**src/rtl/instr_fetch_decode.sv**
```systemverilog
// Instruction store plus registered fetch/decode stage for the 8-bit-instruction
// core. It sits between the PC register and the register-file/execute stage.
//
// Ports
//   clk, rst            rising-edge clock, asynchronous active-high reset
//   ld_we/ld_addr/ld_data     instruction-memory load port (out-of-range ignored)
//   lbl_we/lbl_addr/lbl_data  jump-label table load port
//   fetch, pc           request decode of imem[pc] this cycle
//   stall, flush        hold all outputs / kill the output slot (flush wins)
//   resume              clear the halted state
//   valid               outputs carry a decoded instruction
//   format, opcode, reg1_i, reg2_i, reg_o, imm, imm_flag, jmp_loc   decode
//   fault               the decoded pc was out of range
//   halted              a HALT has issued; doubles as the stage's state bit
//
// Handshake: there is no back-pressure. A fetch is accepted on a rising edge
// when fetch=1, stall=0, flush=0 and halted=0; its decode appears with valid=1
// after that edge and stays until the next accepted edge or a flush.
module instr_fetch_decode #(
  parameter int PC_W   = 16,
  parameter int DEPTH  = 256,
  parameter int LABELS = 16
) (
  input  logic                      clk,
  input  logic                      rst,
  input  logic                      ld_we,
  input  logic [PC_W-1:0]           ld_addr,
  input  logic [7:0]                ld_data,
  input  logic                      lbl_we,
  input  logic [$clog2(LABELS)-1:0] lbl_addr,
  input  logic [PC_W-1:0]           lbl_data,
  input  logic                      fetch,
  input  logic [PC_W-1:0]           pc,
  input  logic                      stall,
  input  logic                      flush,
  input  logic                      resume,
  output logic                      valid,
  output logic [1:0]                format,
  output logic [3:0]                opcode,
  output logic [2:0]                reg1_i,
  output logic [2:0]                reg2_i,
  output logic [2:0]                reg_o,
  output logic [2:0]                imm,
  output logic                      imm_flag,
  output logic [PC_W-1:0]           jmp_loc,
  output logic                      fault,
  output logic                      halted
);

  localparam int AW = (DEPTH > 1) ? $clog2(DEPTH) : 1;
  localparam int LW = $clog2(LABELS);
  localparam logic [PC_W:0]   DEPTH_X   = (PC_W+1)'(DEPTH);
  localparam logic [7:0]      HALT_BYTE = 8'hE0;
  localparam logic [LW-1:0]   M_BASE    = LW'(LABELS - 4);

  localparam logic [1:0] FMT_C = 2'b00;
  localparam logic [1:0] FMT_I = 2'b01;
  localparam logic [1:0] FMT_M = 2'b10;
  localparam logic [1:0] FMT_X = 2'b11;

  localparam logic [3:0] OP_JMP  = 4'b0010;
  localparam logic [3:0] OP_LIM  = 4'b0100;
  localparam logic [3:0] OP_MVB  = 4'b0101;
  localparam logic [3:0] OP_SFT  = 4'b1001;
  localparam logic [3:0] OP_INC  = 4'b1101;
  localparam logic [3:0] OP_HALT = 4'b1110;

  // Memory stores bytes XOR'd with HALT so that a zero-initialised array
  // (the power-up state of most RAMs and simulators) reads back as HALT.
  logic [7:0]      imem_q  [DEPTH];
  logic [PC_W-1:0] label_q [LABELS];

  always_ff @(posedge clk) begin
    if (ld_we && ({1'b0, ld_addr} < DEPTH_X)) begin
      imem_q[ld_addr[AW-1:0]] <= ld_data ^ HALT_BYTE;
    end
  end

  always_ff @(posedge clk or posedge rst) begin
    if (rst) begin
      for (int i = 0; i < LABELS; i++) label_q[i] <= '0;
    end else if (lbl_we) begin
      label_q[lbl_addr] <= lbl_data;
    end
  end

  // Combinational read; the fetch register samples the old byte on a
  // same-address load, giving read-before-write.
  logic       pc_in_range;
  logic [7:0] instr;
  assign pc_in_range = ({1'b0, pc} < DEPTH_X);
  assign instr       = pc_in_range ? (imem_q[pc[AW-1:0]] ^ HALT_BYTE) : HALT_BYTE;

  logic [3:0]      op;
  logic [1:0]      fmt_dec;
  logic [2:0]      r1_dec, r2_dec, ro_dec;
  logic [LW-1:0]   lbl_idx;
  logic [PC_W-1:0] lbl_rd, jmp_dec;

  assign op = instr[7:4];

  always_comb begin
    fmt_dec = FMT_M;
    r1_dec  = 3'd0;
    r2_dec  = 3'd0;
    ro_dec  = 3'd0;
    lbl_idx = M_BASE + LW'(instr[1:0]);
    case (op)
      OP_JMP, OP_LIM: begin
        fmt_dec = FMT_C;
        ro_dec  = instr[0] ? 3'd3 : 3'd2;
        lbl_idx = LW'(instr[3:0]);
      end
      OP_SFT, OP_INC: begin
        fmt_dec = FMT_I;
        r1_dec  = instr[3:1];
        r2_dec  = instr[3:1] + 3'd1;
        ro_dec  = instr[3:1];
      end
      OP_HALT: fmt_dec = FMT_X;
      OP_MVB: begin
        r1_dec = {1'b1, instr[1:0]};
        ro_dec = {1'b0, instr[3:2]};
      end
      default: begin
        r1_dec = {1'b0, instr[3:2]};
        r2_dec = {1'b0, instr[3:2]} + 3'd1;
        ro_dec = {1'b1, instr[1:0]};
      end
    endcase
    // Write-first: a label being loaded this cycle is seen by this fetch.
    lbl_rd  = (lbl_we && (lbl_addr == lbl_idx)) ? lbl_data : label_q[lbl_idx];
    jmp_dec = ((fmt_dec == FMT_C) || (fmt_dec == FMT_M)) ? lbl_rd : '0;
  end

  logic            accept;
  assign accept = fetch && !stall && !flush && !halted;

  logic            valid_d, flag_d, fault_d, halted_d;
  logic [1:0]      fmt_d;
  logic [3:0]      op_d;
  logic [2:0]      r1_d, r2_d, ro_d, imm_d;
  logic [PC_W-1:0] jmp_d;

  always_comb begin
    valid_d  = valid;
    fmt_d    = format;
    op_d     = opcode;
    r1_d     = reg1_i;
    r2_d     = reg2_i;
    ro_d     = reg_o;
    imm_d    = imm;
    flag_d   = imm_flag;
    jmp_d    = jmp_loc;
    fault_d  = fault;
    halted_d = halted;
    if (flush) begin
      valid_d = 1'b0;
      fmt_d   = '0;
      op_d    = '0;
      r1_d    = '0;
      r2_d    = '0;
      ro_d    = '0;
      imm_d   = '0;
      flag_d  = 1'b0;
      jmp_d   = '0;
      fault_d = 1'b0;
    end else if (stall) begin
      // everything holds
    end else if (accept) begin
      valid_d = 1'b1;
      fmt_d   = fmt_dec;
      op_d    = op;
      r1_d    = r1_dec;
      r2_d    = r2_dec;
      ro_d    = ro_dec;
      imm_d   = instr[3:1];
      flag_d  = instr[0];
      jmp_d   = jmp_dec;
      fault_d = !pc_in_range;
    end else begin
      valid_d = 1'b0;
    end
    // Halt tracking: a stall freezes it; a fetch that is ignored because of
    // halted never re-arms it, so resume+fetch only clears.
    if (flush || !stall) begin
      if (accept && (op == OP_HALT)) halted_d = 1'b1;
      else if (resume)               halted_d = 1'b0;
    end
  end

  always_ff @(posedge clk or posedge rst) begin
    if (rst) begin
      valid    <= 1'b0;
      format   <= '0;
      opcode   <= '0;
      reg1_i   <= '0;
      reg2_i   <= '0;
      reg_o    <= '0;
      imm      <= '0;
      imm_flag <= 1'b0;
      jmp_loc  <= '0;
      fault    <= 1'b0;
      halted   <= 1'b0;
    end else begin
      valid    <= valid_d;
      format   <= fmt_d;
      opcode   <= op_d;
      reg1_i   <= r1_d;
      reg2_i   <= r2_d;
      reg_o    <= ro_d;
      imm      <= imm_d;
      imm_flag <= flag_d;
      jmp_loc  <= jmp_d;
      fault    <= fault_d;
      halted   <= halted_d;
    end
  end

endmodule

```
**config.mk**
```make
export PLATFORM = sky130hd
export DESIGN_NAME = instr_fetch_decode
export DESIGN_NICKNAME = d
export VERILOG_FILES = /design/src/rtl/instr_fetch_decode.sv
export SDC_FILE = /design/constraint.sdc
export NUM_CORES = 2
export LEC_CHECK = 0
export ABC_AREA = 1
export BUFFER_PORTS_ARGS = -buffer_cell sky130_fd_sc_hd__buf_2
export CORE_MARGIN = 2
export CORE_UTILIZATION = 25
export CTS_BUF_LIST = sky130_fd_sc_hd__clkbuf_8
export DETAILED_ROUTE_END_ITERATION = 8
export PLACE_DENSITY = 0.48
export SYNTH_ARGS = -nofsm -noshare
export SYNTH_HDL_FRONTEND = slang
export SYNTH_SLANG_ARGS = --single-unit
```
**constraint.sdc**
```tcl
create_clock -name clk -period 18.2 [get_ports clk]
set_input_delay 3.64 -clock clk [delete_from_list [all_inputs] [get_ports clk]]
set_output_delay 3.64 -clock clk [all_outputs]
set_load 0.01 [all_outputs]
```
# == Word-level counts from Yosys, hierarchy flattened ==
# Memory sizes are Yosys's and may differ from the RTL's.
# Index checks and enable logic that the tools add are counted.
# totals
ff_bits,294
latch_bits,0
ramBits,2048
rom_bits,0
inputBits,68
output_inout_bits,38
elab_cells,120
mem_count,1
# mem_list
name,depth,word_bits,rd,rd_ports_with_merged_regs,write_ports,line_no,source
imem_q,256,8,1,0,1,70,logic [7:0] imem_q [DEPTH];
# op_classes
add_sub_neg,3
multipliers,0
n_div,0
n_lt_le_gt_ge,5
n_eq_ne,9
shift,0
n_mux,49
bitwise,4
reduce_logical,22
# ops
operator,n
bitwise mux 256 bit,1
two-way mux 16 bit,8
binary-select mux 16 bit (select 4 bit),1
demux 16 bit (select 4 bit),1
two-way mux 3 bit,12
"< comparator 16 x 9 -> 1 bit, second input constant",2
two-way mux 4 bit,4
two-way mux 1 bit,14
"== test 4 bit, second input constant",3
case mux 3 bit (4 select lines),1
"greater-or-equal comparator 5 bit, second input constant",2
inverter 4 -> 5 bit,2
case mux 3 bit (3 select lines),1
"== test 4 x 3 -> 1 bit, second input constant",2
two-way mux 8 bit,1
logical AND 1 bit,7
two-way mux 2 bit,3
inverter 3 bit,2
case mux 2 bit (3 select lines),1
case mux 3 bit (2 select lines),1
"< comparator 5 x 1 -> 1 bit, second input constant",1
"adder 3 x 3 -> 4 bit, first input constant",1
"== test 4 x 2 -> 1 bit, second input constant",1
== test 4 bit,1
12 further kinds,19

# == Logic depth before layout (Yosys ltp) ==
# An unclocked memory read counts as a cell.
# logic_depth
word_depth,15
ltp_mapped,26
ltp_nobuf,21

# == Worst setup path after synthesis ==
# OpenSTA, ideal clock, no wires.
# synth_path
path_kind,input to register
startpoint,input ld_data[5]
endpoint,"memory imem_q[0][5], data pin"
setup_time_ps,770
t_arrival_ps,6380
required_time_ps,17430
setup_slack_ps,11050
path_stages,1
n_path_buf,0
path_cell_list,inv_1
# synth_via
elab_chain_cells,1
# synth_rtl
item,line_no,source
from (decl),28,"input logic [7:0] ld_data,"
inverter 3 bit (no source line),--,
to (decl),70,
# Every way passes these cells.

# == Final worst setup path ==
# layout_path
startpoint,input pc[0]
endpoint,register jmp_loc[11]
# layout_via
elab_chain_cells,15
word_cells_on_any_way,28
classes_between,add/sub: 1; order compare: 1; eq/ne: 7; mux: 11; bitwise: 2; reduce/logical: 5; memory: 1
# layout_rtl
item,line_no,source
from (decl),33,"input logic [PC_W-1:0] pc,"
memory (256 x 8 bit),--,
inverter 3 bit (no source line),--,
two-way mux 8 bit *,92,assign instr = pc_in_range ? (imem_q[pc[AW-1:0]] ^ HALT_BYTE) : HALT_BYTE;
branches (longest 8 deep; another with adder 3 x 3 -> 4 bit),--,
two-way mux 16 bit *,133,jmp_dec = ((fmt_dec == FMT_C) || (fmt_dec == FMT_M)) ? lbl_rd : '0;
two-way mux 16 bit *,170,end else if (accept) begin
two-way mux 16 bit *,168,end else if (stall) begin
two-way mux 16 bit *,157,if (flush) begin
to (signal assigned),214,jmp_loc <= jmp_d;
to (decl),45,"output logic [PC_W-1:0] jmp_loc,"
# Mark *: on every way between the ends. The select of a mux whose other input is x is not followed.
# A chain may end at the register's enable or synchronous reset.

==> reports/metrics.sh <==
SYNTH.NET_COUNT=8643
PLACE.PORT_BUFFERS=105
WORST_PIN_SLEW_NS=1.25
SLOWEST_DELAY_NS=0.78
SYNTH_AREA_UM2=96700
WORST_R2R_PATH_DEPTH=20
NETLIST_TOP_CELLS_AREA='sky130_fd_sc_hd__edfxtp_1 (64%), sky130_fd_sc_hd__nand3_1 (9.5%), sky130_fd_sc_hd__nand2_1 (8.6%)'
TIMING.MAX_CAP.VIOLATIONS=0
CTSRESIZECOUNT=0
PATH_COMMON_CELL='sky130_fd_sc_hd__nand3_1'
FLOORPLAN.DIE.HEIGHT_UM=626
SYNTH_TOP_CELLS_BY_COUNT='sky130_fd_sc_hd__nand2_1 (2219), sky130_fd_sc_hd__edfxtp_1 (2048), sky130_fd_sc_hd__nand3_1 (1840)'
TOTALWIRELENGTH_UM=297000
SYNTH.LIB_CELLS_USED.DISTINCT=37
TCRIT_TCLK_FINAL_PCT=53.0
CTS_MADE_BUFFERS=389
SYNTH_TOP_FAMILY_BY_AREA='simple AND/OR/NAND/NOR gates'
DRC_ERRORS=0
SYNTH_EDF_COUNT=2048
HOLDBUFCOUNTCTS=0
HPWL_UM=164000
INITIALDRTVIOLATIONCOUNT=7071
CTS.SINK_COUNT=2342
CRIT_PATH_TOP_DELAY_CELL='sky130_fd_sc_hd__nand3_2'
WORST_SLEW_MARGIN_REL_PCT=16.5
ANTENNA_FOUND_INITIAL=17
NNETSFINAL=8631
ANT_NETS_AFTER_ROUTE=0
GLOBALPLACE.CONGESTION=0.845
POWER-PER-CELL-AREA_nW_PER_UM2=103
YOSYS_REGISTER_BITS=2342
R2R_SLACK_NS=12.70
INSERTION_DELAY_NS=1.14
FP.DIEW_UM=626
CRITICAL_PATH_BUF_INV_COUNT=6
CLK_PIN_SLEW_NS=0.06
FIRST_GLOBAL_VIAS=65100
VIAS=66100
YOSYS.CELL_COUNT.TOP_TYPE='sky130_fd_sc_hd__nand2_1'
FIN_CRIT_NS=9.65
CTS_TREE='done'
REGTOREGENDPOINT='jmp_loc[11]$_DFFE_PP0P_'
WORSTPATHREQUIRED_NS=19.16
SYNTH_COMPOUND_AREA_SHARE_PCT=3.87
SYNTH_SIMPLE_GATE_AREA_SHARE_PCT=21.3
SETUP_REPAIR_AFTER_GLOBAL_ROUTING_MISSED_ITS_MARGIN='false'
FINAL_HOLD_VIOL_COUNT=0
MUXSHAREOFSYNTHAREA_PCT=0
VIAS_PER_CELL=4.71
SYNTHDOMINANTCELLAREASHARE_PCT=63.6
SYNTHXORXNORAREAFRAC_PCT=0.0181
POST-SYNTH-TOP-AREA-CELL='sky130_fd_sc_hd__edfxtp_1'
WORSTSETUPENDPOINTTYPE='flip-flop'
GRT_PASS1_WL_UM=439000
PATH_CELLS='buf_8 > buf_4 > buf_12 > buf_4 > nand2_1 > nand3_1 > nand3_1 > nand3_1 > nand3_1 > nand3_1 > nand3_1 > nand3_2 > nand3_4 > buf_4 > nand2_1 > nand3_1 > nand2_1 > inv_1 > nand2_1 > nand3_1 > nand2_1 > nand2_1 > nand3_1 > nand2_1'
FLOORPLAN.INITIALDENSITY_PCT=25.1
TOTALNEGATIVESETUPSLACK_NS=0
CRITPATHARRIVALTIME_NS=10.60
MIN_DELAY_WORST_ENDPOINT='fault$_DFFE_PP0P_'
COREAREA_UM2=385000
ASYNC_SET_OR_RESET_FLOP_FRACTION_IN_THE_SYNTHESIZED_NETLIST_PCT=12.6
SYN2LAYOUT_AREA_GROWTH_PCT=12.4
POST_CTS.REPAIR.SETUP_BUFFERS=0
CRITICAL-PATH-TOP-DELAY-FAMILY='simple AND/OR/NAND/NOR gates'
ROUTEDWLPERCELL_UM=21.2
YS_SEQ_AREA_SHARE_PCT=71.2
YOSYS_WARNINGS=0
DRIVE_ABOVE_1_SHARE_PCT=8.19
FINAL-SETUP-VIOL-COUNT=0
HOLD_PATH.STARTPOINT='fault$_DFFE_PP0P_'
CLOCK_TREE.BUFFER_DEPTH=4
P_LEAK_nW=38.4
FINAL_CLOCK_SKEW_NS=0.103
WORSTSETUPPATHTYPE='in -> reg'
WORST_HOLD_SLACK_NS=0.475
PLACEMENT_ROWS=228
HOLD_PATH_CLASS='reg -> reg'
FLOORPLAN.IO_PINS=106
WHS_PATH_DEPTH=2
CTS_HTREE_LEVELS=5
FINAL_MAX_SLEW_VIOL_COUNT=0
SYN-INSTANCE-COUNT=8574
SYNTHFLOPTYPE='sky130_fd_sc_hd__edfxtp_1'
CLK_ROOT_BUFFER_CELL='sky130_fd_sc_hd__clkbuf_8'
GRT_MAX_DEGREE=174
VDD.IR_DROP.WORST_mV=0.0589
CRIT-REG2REG-LAUNCH='imem_q[68][0]$_DFFE_PP_'
MAX_CLOCK_FREQ_MHz=104
POST_SYNTH_FA_HA_MAJ_AREA_FRACTION_PCT=0.0129
AREA_OF_THE_DIE_UM2=392000
GR-TOTAL-OVERFLOW=0
PATH_MAX_FANOUT=163
OUTCOME='completed'
DR.PASS1.ITERS=6
TRACK_USAGE_PCT=14.7
CRITPATHLAUNCHTYPE='input pin'
POST_SYNTH.CELL_AREA_AVG_UM2=11.3
-- area by class of cell --
type	count	area, um^2
fill	39900	277000
sequential	2342	68900
multi-input combinational	5506	24400
tap	5175	6470
clock buffer	403	5550
timing repair buffer	210	1570
clock inverter	278	1330
inverter	113	479
antenna	7	17.5
-- flip-flops by register name, indices dropped and copies added, names as in the netlist --
signal / cells
format: 2
reg_o: 3
reg2_i: 3
halted: 1
jmp_loc: 16
opcode: 4
imem_q: 2048
imm_flag: 1
valid: 1
imm: 3
fault: 1
reg1_i: 3
label_q: 256
-- cell usage in the layout (no fill, tap or decap), types with 3 or more instances in the layout --
cell type and instances:
sky130_fd_sc_hd__o22ai_1 131, sky130_fd_sc_hd__bufinv_16 4, sky130_fd_sc_hd__dfrtp_1 294, sky130_fd_sc_hd__buf_4 93
sky130_fd_sc_hd__nand2_2 20, sky130_fd_sc_hd__nor4_1 3, sky130_fd_sc_hd__inv_1 250, sky130_fd_sc_hd__o21ai_0 393
sky130_fd_sc_hd__diode_2 7, sky130_fd_sc_hd__nand2_1 2203, sky130_fd_sc_hd__a21oi_1 119, sky130_fd_sc_hd__nor2_1 662
sky130_fd_sc_hd__nand3_1 1840, sky130_fd_sc_hd__buf_2 95, sky130_fd_sc_hd__clkinv_8 5, sky130_fd_sc_hd__buf_12 12
sky130_fd_sc_hd__inv_2 6, sky130_fd_sc_hd__nor3_2 3, sky130_fd_sc_hd__o211ai_1 17, sky130_fd_sc_hd__clkbuf_8 403
sky130_fd_sc_hd__edfxtp_1 2048, sky130_fd_sc_hd__nand4_1 48, sky130_fd_sc_hd__nand3_2 5, sky130_fd_sc_hd__clkinv_2 31
sky130_fd_sc_hd__clkinv_1 72, sky130_fd_sc_hd__clkinvlp_4 7, sky130_fd_sc_hd__buf_8 8, sky130_fd_sc_hd__nor2_2 6
sky130_fd_sc_hd__o21ai_1 35, sky130_fd_sc_hd__inv_8 12, sky130_fd_sc_hd__inv_6 3
-- routing by layer --
metal  vias up  routed length (um)  track usage [%]
met4         2                8880             4.62
li1      30300                   -                -
met2      2375              135000             23.3
met5         -                  15                0
met1     33000              134000             20.6
met3       510               19400             2.26
-- per-stage QoR --
stage | utilization, % | std cells | setup slack, ns | instance area (um^2) | total power [W]
after global routing | 28.2 | 14000 | 8.20 | 109000 | 0.0116
after floorplan | - | 8574 | 6.44 | 96700 | 0.00668
final | 28.2 | 14000 | 8.55 | 109000 | 0.0112
after CTS | 28.2 | 14000 | 8.71 | 109000 | 0.0113
after detailed placement | 26.4 | 13300 | 7.50 | 102000 | 0.00702
after global placement | 26.4 | 13300 | 7.54 | 102000 | 0.00701
-- cell families (layout without fill, tap and decap cells) --
logic type / Yosys count / in the layout
AO/OA/AOI/OAI: 701 / 701
XOR/XNOR: 2 / 2
adder cells (fa/ha/maj): 1 / 1
buffers and inverters: 726 / 1004
flip-flops: 2342 / 2342
other: 0 / 7
AND/OR/NAND/NOR: 4802 / 4802
-- how the worst max path moves through the flow --
| stage | from | endpoint | cells past startpoint |
|---|---|---|---|
| finish | pc[0] | jmp_loc[11]$_DFFE_PP0P_ | 24 |
| global route | pc[0] | jmp_loc[11]$_DFFE_PP0P_ | 24 |
| CTS | pc[0] | jmp_loc[13]$_DFFE_PP0P_ | 24 |
| detailed placement | pc[0] | jmp_loc[13]$_DFFE_PP0P_ | 24 |
| global placement | pc[0] | jmp_loc[13]$_DFFE_PP0P_ | 24 |
| floorplan | rst | fault$_DFFE_PP0P_ | 1 |
-- power breakdown --
part           total [W]  switching (W)  internal [W]
clock network    0.00427        0.00217       0.00210
registers        0.00605      0.0000757       0.00597
logic           0.000860       0.000630      0.000230
-- worst reg2reg max path: cells and delay by family (launching register included) --
kind          cells  cell delay (ns)
flops             1             0.37
buf+inv           2             0.95
simple gates     18             4.11
No activity file was read; power rests on OpenSTA's default activity.
